### src/rtl/led_seq_pkg.sv
// Shared types for the LED bounce sequencer: pattern modes, bounce direction
// and the LSB one-hot reset pattern.
package led_seq_pkg;

    typedef enum logic [1:0] {
        MODE_BOUNCE = 2'b00,
        MODE_ROT_L  = 2'b01,
        MODE_ROT_R  = 2'b10,
        MODE_HOLD   = 2'b11
    } mode_t;

    typedef enum logic {
        SHIFT_UP   = 1'b0,
        SHIFT_DOWN = 1'b1
    } dir_t;

    // Sliced down to NUM_LEDS by the user; widest legal pattern is 32 LEDs.
    localparam logic [31:0] LED_RESET_PATTERN = 32'h0000_0001;

endpackage

### src/rtl/led_bounce_sequencer_edge_sync.sv
// Synchronizes an asynchronous level into clk and flags its rising edges
// with a single-cycle rise_out pulse.
module edge_sync #(
    parameter int SYNC_STAGES = 2
) (
    input  logic clk,
    input  logic reset,
    input  logic async_in,
    output logic rise_out
);

    logic [SYNC_STAGES-1:0] sync_q;
    logic                   hist_q;

    always_ff @(posedge clk or posedge reset) begin
        if (reset) begin
            sync_q <= '0;
            hist_q <= 1'b0;
        end else begin
            sync_q <= {sync_q[SYNC_STAGES-2:0], async_in};
            hist_q <= sync_q[SYNC_STAGES-1];
        end
    end

    assign rise_out = sync_q[SYNC_STAGES-1] & ~hist_q;

endmodule

### src/rtl/led_bounce_sequencer.sv
// Steps a one-hot LED pattern on each rising edge of the divided slow clock:
// bounce between the ends, rotate left/right, or hold.
module led_bounce_sequencer
    import led_seq_pkg::*;
#(
    parameter int NUM_LEDS    = 8,
    parameter int SYNC_STAGES = 2
) (
    input  logic                clk,
    input  logic                reset,
    input  logic                slow_clk_in,
    input  logic                enable,
    input  logic [1:0]          mode,
    output logic [NUM_LEDS-1:0] led_out,
    output logic                step_tick,
    output logic                dir_out
);

    logic                rise;
    mode_t               mode_sel;
    dir_t                state_q;
    logic [NUM_LEDS-1:0] led_q;
    logic                tick_q;
    logic [NUM_LEDS-1:0] rot_l_d;
    logic [NUM_LEDS-1:0] rot_r_d;

    edge_sync #(
        .SYNC_STAGES(SYNC_STAGES)
    ) u_edge_sync (
        .clk      (clk),
        .reset    (reset),
        .async_in (slow_clk_in),
        .rise_out (rise)
    );

    assign mode_sel = mode_t'(mode);
    assign rot_l_d  = {led_q[NUM_LEDS-2:0], led_q[NUM_LEDS-1]};
    assign rot_r_d  = {led_q[0], led_q[NUM_LEDS-1:1]};

    // Pattern, direction and step pulse are all registered in the tick cycle,
    // so led_out and step_tick change together.
    always_ff @(posedge clk or posedge reset) begin
        if (reset) begin
            led_q   <= LED_RESET_PATTERN[NUM_LEDS-1:0];
            state_q <= SHIFT_UP;
            tick_q  <= 1'b0;
        end else begin
            tick_q <= 1'b0;
            if (rise && enable) begin
                case (mode_sel)
                    MODE_BOUNCE: begin
                        tick_q <= 1'b1;
                        if (state_q == SHIFT_UP) begin
                            if (led_q[NUM_LEDS-1]) begin
                                state_q <= SHIFT_DOWN;
                                led_q   <= led_q >> 1;
                            end else begin
                                led_q   <= led_q << 1;
                            end
                        end else begin
                            if (led_q[0]) begin
                                state_q <= SHIFT_UP;
                                led_q   <= led_q << 1;
                            end else begin
                                led_q   <= led_q >> 1;
                            end
                        end
                    end
                    MODE_ROT_L: begin
                        tick_q <= 1'b1;
                        led_q  <= rot_l_d;
                    end
                    MODE_ROT_R: begin
                        tick_q <= 1'b1;
                        led_q  <= rot_r_d;
                    end
                    MODE_HOLD: begin
                        tick_q <= 1'b0;
                    end
                    default: begin
                        tick_q <= 1'b0;
                    end
                endcase
            end
        end
    end

    assign led_out   = led_q;
    assign step_tick = tick_q;
    assign dir_out   = (state_q == SHIFT_DOWN);

endmodule

### config.mk
export PLATFORM = sky130hd
export DESIGN_NAME = led_bounce_sequencer
export DESIGN_NICKNAME = d
export VERILOG_FILES = /design/src/rtl/led_seq_pkg.sv /design/src/rtl/led_bounce_sequencer_edge_sync.sv /design/src/rtl/led_bounce_sequencer.sv
export SDC_FILE = /design/constraint.sdc
export NUM_CORES = 1
export LEC_CHECK = 0
export BUFFER_PORTS_ARGS = -buffer_cell sky130_fd_sc_hd__buf_2
export CAP_MARGIN = 10
export CORE_AREA = 4 4 56 58
export DETAILED_ROUTE_END_ITERATION = 8
export DIE_AREA = 0 0 60 62
export PLACE_DENSITY = 0.51
export SLEW_MARGIN = 20
export SYNTH_ARGS = -nofsm -noshare
export SYNTH_HDL_FRONTEND = slang
export SYNTH_SLANG_ARGS = --single-unit
export TNS_END_PERCENT = 30
### constraint.sdc
create_clock -name clk -period 1.85 [get_ports clk]
set_input_delay 0.2775 -clock clk [delete_from_list [all_inputs] [get_ports clk]]
set_output_delay 0.2775 -clock clk [all_outputs]
set_load 0.005 [all_outputs]
# Word-level counts from Yosys, hierarchy flattened
# Cells that the tools add are included.
# Widths: inputs -> output; s select.
# classes
add_sub_neg,0
mul,0
div_mod_pow,0
order_cmp,0
eq_ne,3
n_shift,0
muxes,9
bitwise,2
reduce_logical,6
# ops
operator,count
$mux 8,3
$pmux 8 s3,1
$eq 2x2->1 const B,2
$mux 1,4
$reduce_and 2->1,2
$reduce_bool 3->1,1
$reduce_or 3->1,1
$eq 2x1->1 const B,1
$logic_not 2->1,1
$pmux 1 s2,1
$and 1x1->1,1
$logic_and 1x1->1,1
$not 1->1,1
# word_totals
regBits,13
latchBits,0
ram_bits,0
romBits,0
input_bits,6
elab_cells,25
memories,0

# Longest topological paths before layout
# Gate-level depths: netlist of the first run.
# depth
word_depth,4
ltp_mapped,7

# Hierarchy
# From an unflattened synthesis of the first run, not the netlist that was laid out.
# unflattened
cells_unflattened,81
area_unflattened_um2,788.3
# modules_own_cells
mod,instances,cells_per_inst,area_per_inst_um2
led_bounce_sequencer,1,76,695.7
edge_sync,1,5,92.6

# Worst setup path before layout of the first run
# Ideal clock, no wire load.
# synth_path
kind,input to register
start,input port mode[0]
end,register led_q[3] (netlist: led_out[3])
setup_time_ns,0.122
t_arrival_ns,1.374
required_ns,1.728
setup_slack_ns,0.354
path_stages,7
n_path_buf,2
path_cell_list,inv_1 -> ha_1 -> buf_2 -> clkbuf_1 -> nor2_1 -> nand2_1 -> a32o_1
# synth_via
elab_chain_len,3
word_cells_on_any_way,6
# synth_rtl
item,line,text
from (decl),led_bounce_sequencer.sv:13,"input logic [1:0] mode,"
$eq 2x2->1 (tied with other cells),led_bounce_sequencer.sv:50,case (mode_sel)
$reduce_bool 3->1 (no source line),n/a,
$reduce_and 2->1 (no source line),n/a,
to (signal assigned),led_bounce_sequencer.sv:56,led_q <= led_q >> 1;
to (signal assigned),led_bounce_sequencer.sv:58,led_q <= led_q << 1;
to (signal assigned),led_bounce_sequencer.sv:63,led_q <= led_q << 1;
to (decl),led_bounce_sequencer.sv:22,logic [NUM_LEDS-1:0] led_q;
# Several ways; a longest one is shown, not always the timed one.
# A chain may end at the register's enable or synchronous reset.

# Worst setup path in the final report of the first run
# layout_path
start,register led_q[0] (netlist: led_out[0])
end,register led_q[3] (netlist: led_out[3])
# layout_via
elab_chain_len,3
# layout_rtl
item,line,text
from (signal assigned),led_bounce_sequencer.sv:44,led_q <= LED_RESET_PATTERN[NUM_LEDS-1:0];
from (signal assigned),led_bounce_sequencer.sv:56,
from (signal assigned),led_bounce_sequencer.sv:58,
$mux 8,led_bounce_sequencer.sv:61,if (led_q[0]) begin
$mux 8,led_bounce_sequencer.sv:53,if (state_q == SHIFT_UP) begin
$pmux 8 s3,led_bounce_sequencer.sv:50,
# Every way passes these cells.

==> results of run 1 <==
[per-stage QoR]
stage	std cells	hold WS, ns	util [%]	setup slack (ns)	power, mW
after detailed placement	127	0.334	33.0	0.126	0.576
after CTS	131	0.0350	34.0	0.332	0.753
after global placement	127	0.333	33.0	0.151	0.576
final	131	0.0208	34.0	0.331	0.742
after global routing	131	0.0548	34.0	0.213	0.800
after floorplan	82	0.154	-	0.354	0.494
[final cells by class]
cell class,instances,area share [%]
multi-input combinational,60,43.4
sequential,13,36.1
timing repair buffer,19,11.6
tap,31,4.29
clock buffer,4,2.90
inverter,4,1.66
[layer usage]
layer	vias up	GRT usage, %	part of all wire, %
li1	338	-	-
met1	327	14.3	45
met2	22	15.9	48
met3	2	1.86	5.7
met4	0	6.65	1.1
met5	-	0	0
[sequential cells by signal, summed over array words and instances, names as in the netlist]
| name | cells |
|---|---|
| led_out | 8 |
| u_edge_sync.sync_q | 2 |
| dir_out | 1 |
| step_tick | 1 |
| u_edge_sync.hist_q | 1 |
[worst max-delay path: stages, from the launching register on]
cell and delay (ns):
sky130_fd_sc_hd__dfstp_2 0.62, sky130_fd_sc_hd__a21oi_1 0.21, sky130_fd_sc_hd__or3_1 0.36, sky130_fd_sc_hd__a32o_1 0.22
[cells in the mapped netlist]
master,number,share of area (%)
sky130_fd_sc_hd__a21o_1,2,2.0
sky130_fd_sc_hd__a211oi_1,1,0.98
sky130_fd_sc_hd__or3_1,4,3.3
sky130_fd_sc_hd__dfrtp_1,12,39
sky130_fd_sc_hd__o31ai_1,2,2.0
sky130_fd_sc_hd__nor2_1,7,3.4
sky130_fd_sc_hd__a22oi_1,5,4.9
sky130_fd_sc_hd__mux2_2,1,1.5
sky130_fd_sc_hd__buf_2,2,1.3
sky130_fd_sc_hd__a31oi_1,1,0.82
sky130_fd_sc_hd__a22o_1,2,2.3
sky130_fd_sc_hd__a32o_1,4,5.2
sky130_fd_sc_hd__nand2b_1,3,2.5
sky130_fd_sc_hd__inv_2,1,0.49
sky130_fd_sc_hd__clkbuf_1,2,0.98
sky130_fd_sc_hd__ha_1,4,6.6
sky130_fd_sc_hd__nor4_1,1,0.82
sky130_fd_sc_hd__or3b_1,1,1.1
sky130_fd_sc_hd__nor3b_1,1,0.98
sky130_fd_sc_hd__buf_6,1,1.5
sky130_fd_sc_hd__inv_1,3,1.5
sky130_fd_sc_hd__nand2_1,8,3.9
sky130_fd_sc_hd__o21ai_1,1,0.66
sky130_fd_sc_hd__nand3b_1,2,2.0
sky130_fd_sc_hd__dfstp_2,1,3.4
sky130_fd_sc_hd__a21oi_1,10,6.6
[cells in the final DEF (no fill, tap or decap)]
master and n:
sky130_fd_sc_hd__o31ai_1 2, sky130_fd_sc_hd__dfstp_2 1, sky130_fd_sc_hd__nand2b_1 3, sky130_fd_sc_hd__nor3b_1 1
sky130_fd_sc_hd__mux2_2 1, sky130_fd_sc_hd__dfrtp_1 12, sky130_fd_sc_hd__nor4_1 1, sky130_fd_sc_hd__a21o_1 2
sky130_fd_sc_hd__or3b_1 1, sky130_fd_sc_hd__a32o_1 4, sky130_fd_sc_hd__a31oi_1 1, sky130_fd_sc_hd__nor2_1 7
sky130_fd_sc_hd__inv_1 3, sky130_fd_sc_hd__nand2_1 8, sky130_fd_sc_hd__clkbuf_1 1, sky130_fd_sc_hd__nand3b_1 2
sky130_fd_sc_hd__a21oi_1 10, sky130_fd_sc_hd__buf_4 4, sky130_fd_sc_hd__o21ai_1 1, sky130_fd_sc_hd__ha_1 4
sky130_fd_sc_hd__a22o_1 2, sky130_fd_sc_hd__a22oi_1 5, sky130_fd_sc_hd__or3_1 4, sky130_fd_sc_hd__a211oi_1 1
sky130_fd_sc_hd__clkbuf_4 3, sky130_fd_sc_hd__buf_2 15, sky130_fd_sc_hd__inv_2 1
[worst max path at each step]
stage | start | end | slack (ns) | depth (start not counted)
final | led_out[0] | led_out[3] | 0.33 | 3
after global routing | dir_out | led_out[0] | 0.21 | 4
after CTS | led_out[0] | led_out[3] | 0.33 | 3
after detailed placement | mode[0] | led_out[5] | 0.13 | 6
after global placement | mode[0] | led_out[5] | 0.15 | 6
after floorplan | mode[0] | led_out[3] | 0.35 | 7
[report_power, final]
part | total, mW | internal, mW | switching [mW]
clock network | 0.173 | 0.0834 | 0.0901
registers | 0.374 | 0.321 | 0.0529
logic | 0.194 | 0.0955 | 0.0989
total | 0.742 | 0.500 | 0.242
[kinds of logic (layout without fill, tap and decap cells)]
| logic type | after synthesis | after routing |
|---|---|---|
| AND/OR/NAND/NOR | 27 | 27 |
| multiplexers | 1 | 1 |
| adder cells (fa/ha/maj) | 4 | 4 |
| flip-flops | 13 | 13 |
| AO/OA/AOI/OAI | 28 | 28 |
| buffers and inverters | 9 | 27 |
==> results_dict.tcl, run 1 <==
set metrics [dict create \
    final-hold-violation-count 0 \
    post_route_cells_drive_above_1_share_pct 25.0 \
    finalWorstPathRequiredPeriod_ns 1.52 \
    antenna-diode-count 0 \
    nFillCells 302 \
    grt_setup_unrepaired "no" \
    grt_overflow 0 \
    initial_core_util_pct 28.7 \
    seqCellArea_um2 327 \
    synth_fp_nets 92 \
    area.growth.synth_to_final_pct 18.5 \
    fin_setup_tns_ns 0 \
    vdd_drop_max_v 0.000439 \
    synth-warning-count 0 \
    drt_first_iter_violations 18 \
    totalWireLength_mm 1.74 \
    first_pass_grt_wire_length_mm 2.87 \
    post-route-drc-count 0 \
    worstPathArrival_ns 1.68 \
    setup_violations 0 \
    buffer_ports.inserted 15 \
    status "finished, final reports clean" \
    clk_pin_slew_worst_paths_ns 0.08 \
    synthesis.instances 82 \
    multi_input_comb_area_um2 393 \
    post_synth_num_cell_types 26 \
    grt_max_degree 17 \
    clock_insertion_delay_worst_skew_ns 0.27 \
    maxSlewViolCount 0 \
    power.leakage_nw 0.429 \
    cts-resized-gates 0 \
    timing.critical_path.to_type "register" \
    syn-cell-area_um2 763 \
    clock_sink_count 13 \
    critPathRequiredTime_ns 2.01 \
    synthSimpleGateAreaFrac_pct 18.0 \
    grt_pass1_vias 609 \
    ant_nets 0 \
    finalClockSkew_ns 0.00601 \
    ys_seq_elements 13 \
    nets 111 \
    vias 689 \
    die_h_um 62 \
    drt-pass1-iter-count 4 \
    boundaryPins 16 \
    combinational_family_with_the_most_area_after_synthesis "compound AO/OA/AOI/OAI gates" \
    ctsHoldBuffers 0 \
    reg2reg_to "led_out[3]" \
    vias_per_cell 5.26 \
    post_cts.repair.setup_buffers 0 \
    synth_compound_area_share_pct 25.4 \
    syn_area_per_cell_um2 9.31 \
    period_share_pct 82.1 \
    track_usage_pct 10.7 \
    dp_hpwl_mm 1.29 \
    antenna_violations_before_repair 0 \
    cts_root_buffer "sky130_fd_sc_hd__clkbuf_4" \
    place_congestion 0.780 \
    core_area_mm2 0.00266 \
    max-clock-path-buffers 2 \
    tightestPinTransition_ns 0.541 \
    dieArea_mm2 0.00372 \
    die_w_um 60 \
    crit_path_start_kind "register" \
    timing.hold.worst.class "primary input to async pin" \
    worst-setup-path-type "register to register" \
    total_cell_area_at_the_placement_stage_um2 878 \
    placement_rows 19 \
    htreeDepth 1 \
    critical_path_peak_fanout 9 \
    reg2reg_depth 3 \
    post_synth_mux_area_share_pct 1.48 \
    cts_made_buffers 3 \
    synth_fa_ha_area_share_pct 6.56 \
    reg2reg_setup_slack_ns 0.33 \
    synth-seq-area-share_pct 42.8 \
    crit-reg2reg-launch "led_out[0]" \
    stdcell_area_um2 905 \
    tritoncts_clock_tree "done" \
    maxCapViolations 0 \
    maxSlewHeadroom_pct 63.9 \
    power_density_mw_per_mm2 820 \
    wire_per_inst_um 13.3 \
    max_freq_mhz 658 \
    synth-xor-area-share_pct 0 \
]
(Power assumes the default switching activity.)
==> run 2, diff against run 1 <==
==> constraint.sdc (replaced) <==
create_clock -name clk -period 1.5 [get_ports clk]
set_input_delay 0.225 -clock clk [delete_from_list [all_inputs] [get_ports clk]]
set_output_delay 0.225 -clock clk [all_outputs]
set_load 0.005 [all_outputs]
==> results_dict.tcl, run 2 (synthesis results as in run 1) <==
set metrics [dict create \
    setup_ws_ns 0.0664 \
    final-hold-violation-count 0 \
    power_density_mw_per_mm2 958 \
    grt_setup_unrepaired "yes" \
    use_met2_pct 20.2 \
    worst_setup_path_startpoint "dir_out" \
    totalWireLength_mm 2.00 \
    vias 733 \
    buffer_ports.inserted 15 \
    antenna_violations_before_repair 0 \
    post_layout_nonfiller_instances 147 \
    initial_core_util_pct 28.7 \
    tightestPinTransition_ns 0.519 \
    critPathRequiredTime_ns 1.67 \
    dp_hpwl_mm 1.50 \
    die_w_um 60 \
    maxCapViolations 0 \
    worstPathArrival_ns 1.60 \
    dieArea_mm2 0.00372 \
    cpPeakStageDelay_ns 0.45 \
    cts_made_buffers 3 \
    boundaryPins 16 \
    maxSlewHeadroom_pct 65.3 \
    status "finished, final reports clean" \
    timing.critical_path.buf_inv 0 \
    clock_sink_count 13 \
    core_area_mm2 0.00266 \
    critical_path_peak_fanout 7 \
    globalRoute.busiestLayer "met2" \
    antenna-diode-count 0 \
    htreeDepth 1 \
    placement_stage_worst_setup_slack_ns -0.138 \
    crit-reg2reg-launch "dir_out" \
    cp_cell_sequence "nor2_1, a21oi_2, or3_1, a32o_1" \
    mostFrequentLayoutCells "sky130_fd_sc_hd__buf_4 (19), sky130_fd_sc_hd__buf_2 (15), sky130_fd_sc_hd__dfrtp_1 (11), sky130_fd_sc_hd__a21oi_1 (9), sky130_fd_sc_hd__nand2_1 (8)" \
    timing.hold.worst.class "primary input to register" \
    die_h_um 62 \
    max_freq_mhz 698 \
    post_cts.repair.setup_buffers 0 \
    post-route-drc-count 0 \
    finalClockSkew_ns 0.00309 \
    cts_root_buffer "sky130_fd_sc_hd__clkbuf_4" \
    area.growth.synth_to_final_pct 35.4 \
    grt_max_degree 14 \
    track_usage_pct 12.0 \
    place_congestion 0.793 \
    placement_rows 19 \
    timing.critical_path.to_type "register" \
    drt_first_iter_violations 17 \
    nets 127 \
    worst-setup-path-type "register to register" \
    tritoncts_clock_tree "done" \
    beginning_of_the_worst_hold_path "slow_clk_in" \
    placed_cells_incl_taps 142 \
    grt_overflow 0 \
    power.leakage_nw 0.508 \
    finalHoldWorstSlack_ns 0.0505 \
    post_route_cells_drive_above_1_share_pct 37.1 \
    maxSlewViolCount 0 \
    layout_commonest_cell "sky130_fd_sc_hd__buf_4" \
    first_pass_grt_wire_length_mm 3.31 \
    vdd_drop_max_v 0.000373 \
    grt_util_met3_pct 2.07 \
    setup_violations 0 \
    critical-path-slowest-cell "sky130_fd_sc_hd__dfrtp_2" \
    largest_reg_flops 8 \
    drt-pass1-iter-count 4 \
    finalWorstPathRequiredPeriod_ns 1.43 \
    crit_path_start_kind "register" \
    grt_util_met1_pct 14.5 \
    grt_pass1_vias 749 \
    clock_insertion_delay_worst_skew_ns 0.28 \
    cp_top_family "simple AND/OR/NAND/NOR gates" \
    nFillCells 287 \
    clk_pin_slew_worst_paths_ns 0.09 \
    vias_per_cell 4.99 \
    max-clock-path-buffers 2 \
    wire_per_inst_um 13.6 \
    ant_nets 0 \
    period_share_pct 95.6 \
]
run 2: what timing repair did:
action | CTS | global route
hold buffers | 1 | 0
setup endpoints to repair | 0 | 3
gates resized for setup | 0 | 2
hold endpoints to repair | 12 | 0
run 2: worst paths after layout:
path | slack [ns] | depth (start not counted) | end
worst max-delay path | 0.07 | 4 | led_out[3]
min in group asynchronous | 0.52 | 3 | u_edge_sync.sync_q[1]
worst min-delay path | 0.05 | 1 | u_edge_sync.sync_q[0]
worst max register to register | 0.07 | 4 | led_out[3]
worst min register to register | 0.35 | 0 | u_edge_sync.sync_q[1]
max in group asynchronous | 0.61 | 3 | dir_out
run 2: power by group:
group          total, mW  internal, mW  switching (mW)
combinational      0.315         0.165           0.150
clock              0.222        0.0988           0.123
sequential         0.453         0.396          0.0573
run 2: per-layer routing:
| metal | routed length [um] | vias up |
|---|---|---|
| li1 | - | 368 |
| met1 | 923 | 353 |
| met2 | 996 | 10 |
| met3 | 62 | 2 |
| met4 | 20 | 0 |
| met5 | 0 | - |
run 2: layout make-up:
type / instances / area, um^2 / area share [%]
clock buffers: 3 / 22.5 / 2.18
clock inverters: 1 / 5.00 / 0.484
multi-input cells: 60 / 397 / 38.4
well taps: 31 / 38.8 / 3.75
inverters: 4 / 15.0 / 1.45
flip-flops and latches: 13 / 328 / 31.7
repair buffers: 35 / 228 / 22.0
run 2: metrics by stage:
step	utilization [%]	setup TNS, ns	power (mW)	instance area, um^2
floorplan	-	0	0.610	763
global placement	37.2	-0.440	0.766	991
detailed placement	37.2	-0.587	0.771	991
CTS	38.6	0	1.00	1030
global route	38.8	-0.00157	1.06	1030
finish	38.8	0	0.990	1030
==> run 3, diff against run 2 <==
--- a/config.mk
+++ b/config.mk
@@ -7,10 +7,11 @@
 export LEC_CHECK = 0
 export BUFFER_PORTS_ARGS = -buffer_cell sky130_fd_sc_hd__buf_2
 export CAP_MARGIN = 10
-export CORE_AREA = 4 4 56 58
+export CORE_AREA = 4 4 52 63
 export DETAILED_ROUTE_END_ITERATION = 8
-export DIE_AREA = 0 0 60 62
+export DIE_AREA = 0 0 56 67
 export PLACE_DENSITY = 0.51
+export RECOVER_POWER = 100
 export SLEW_MARGIN = 20
 export SYNTH_ARGS = -nofsm -noshare
 export SYNTH_HDL_FRONTEND = slang
==> constraint.sdc (replaced) <==
create_clock -name clk -period 1.65 [get_ports clk]
set_input_delay 0.2475 -clock clk [delete_from_list [all_inputs] [get_ports clk]]
set_output_delay 0.2475 -clock clk [all_outputs]
set_load 0.005 [all_outputs]
==> results_dict.tcl, run 3 (synthesis results as in run 1) <==
set metrics [dict create \
    power.switching_fraction_pct 34.3 \
    worstPathArrival_ns 1.68 \
    cp_top_family "flip-flops" \
    post_route_cells_drive_above_1_share_pct 22.5 \
    buffer_ports.inserted 15 \
    timing.hold.worst.class "primary input to register" \
    power.leakage_nw 0.422 \
    initial_core_util_pct 27.9 \
    mostFrequentLayoutCells "sky130_fd_sc_hd__dfrtp_1 (12), sky130_fd_sc_hd__buf_2 (12), sky130_fd_sc_hd__a21oi_1 (9), sky130_fd_sc_hd__nand2_1 (8), sky130_fd_sc_hd__nor2_1 (7)" \
    post_layout_nonfiller_instances 136 \
    post-route-drc-count 0 \
    grt_setup_unrepaired "no" \
    tightestPinTransition_ns 0.518 \
    final_core_utilization_pct 33.7 \
    drt_first_iter_violations 31 \
    track_usage_pct 11.5 \
    wire_per_inst_um 13.8 \
    totalWireLength_mm 1.87 \
    netSwitchingPower_mw 0.290 \
    die_w_um 56 \
    share_seq_of_total_power_pct 49.8 \
    setup_violations 0 \
    dp_hpwl_mm 1.37 \
    max_freq_mhz 663 \
    placement_rows 21 \
    grt_overflow 0 \
    crit_path_start_kind "register" \
    stdcell_area_um2 920 \
    place_congestion 0.832 \
    vias 707 \
    vdd_drop_max_v 0.000379 \
    clk_pin_slew_worst_paths_ns 0.09 \
    finalClockSkew_ns 0.00919 \
    maxCapViolations 0 \
    cp_cell_sequence "nor2_1, a21o_1, or3_1, a32o_1" \
    clkPwrFrac_pct 24.4 \
    first_pass_grt_wire_length_mm 3.35 \
    antenna_violations_before_repair 0 \
    clock_insertion_delay_worst_skew_ns 0.29 \
    report.power.total_mw 0.846 \
    cts_root_buffer "sky130_fd_sc_hd__clkbuf_4" \
    total_cell_area_at_the_placement_stage_um2 890 \
    cts_made_buffers 3 \
    internal_power_mw 0.556 \
    core_area_mm2 0.00273 \
    timing.critical_path.buf_inv 0 \
    antenna-diode-count 0 \
    nets 113 \
    drt-pass1-iter-count 4 \
    grt_max_degree 14 \
    finalWorstPathRequiredPeriod_ns 1.51 \
    status "finished, final reports clean" \
    maxSlewHeadroom_pct 65.4 \
    ant_nets 0 \
    area.growth.synth_to_final_pct 20.5 \
    maxSlewViolCount 0 \
    clock_sink_count 13 \
    dieArea_mm2 0.00375 \
    grt_pass1_vias 719 \
    critical-path-slowest-cell "sky130_fd_sc_hd__dfrtp_1" \
    worst-setup-path-type "register to register" \
    critical_path_peak_fanout 8 \
    period_share_pct 91.5 \
    tritoncts_clock_tree "done" \
    power_density_mw_per_mm2 920 \
    die_h_um 67 \
    post_cts.repair.setup_buffers 0 \
    htreeDepth 1 \
    vias_per_cell 5.20 \
    timing.critical_path.to_type "register" \
    boundaryPins 16 \
    largest_reg_flops 8 \
    p_comb_share_pct 25.8 \
    final-hold-violation-count 0 \
    max-clock-path-buffers 2 \
    critPathRequiredTime_ns 1.82 \
    placed_cells_incl_taps 131 \
    cpPeakStageDelay_ns 0.50 \
]
-- run 3: cell types whose count changed in the layout (fill, tap and decap cells not counted), sizes merged --
cell / change
clkbuf: +5
buf: -19
-- run 3: routing by layer --
layer / vias up / part of all wire, % / GRT usage [%]
met1: 344 / 44 / 14.2
met3: 5 / 3.9 / 2.52
met2: 18 / 49 / 18.6
met5: - / 0 / 0
met4: 0 / 2.3 / 6.23
li1: 340 / - / -
-- run 3: power by group through the flow --
stage | Combinational [mW] | Clock, mW | Sequential, mW
floorplan | 0.138 | 0 | 0.417
global route | 0.252 | 0.232 | 0.430
CTS | 0.226 | 0.214 | 0.420
detailed placement | 0.223 | 0 | 0.426
global placement | 0.223 | 0 | 0.425
finish | 0.218 | 0.206 | 0.421
-- run 3: repair_timing --
item                       in CTS  in global routing
setup endpoints to repair       0                  3
hold buffers                    1                  0
gates resized for setup         0                  1
hold endpoints to repair        9                  0
-- run 3: final timing paths --
kind	from	end	slack (ns)	cells past startpoint
max in group asynchronous	reset	led_out[0]	0.76	3
hold reg to reg	u_edge_sync.sync_q[0]	u_edge_sync.sync_q[1]	0.38	0
setup / recovery	dir_out	led_out[5]	0.14	4
hold / removal	slow_clk_in	u_edge_sync.sync_q[0]	0.08	1
min in group asynchronous	reset	step_tick	0.53	3
setup reg to reg	dir_out	led_out[5]	0.14	4
-- run 3: through the flow --
stage               hold slack [ns]  setup slack, ns  TNS, ns
floorplan                     0.124            0.184        0
global placement              0.298         0.000888        0
detailed placement            0.314          -0.0127  -0.0217
CTS                          0.0693            0.129        0
global route                 0.0598           0.0322        0
finish                       0.0759            0.141        0
-- run 3: layout make-up --
type	instances	area (um^2)
fill	309	1810
multi-input combinational	60	397
sequential	13	327
timing repair buffer	21	111
tap	34	42.5
clock buffer	3	22.5
inverter	4	15.0
clock inverter	1	5.00
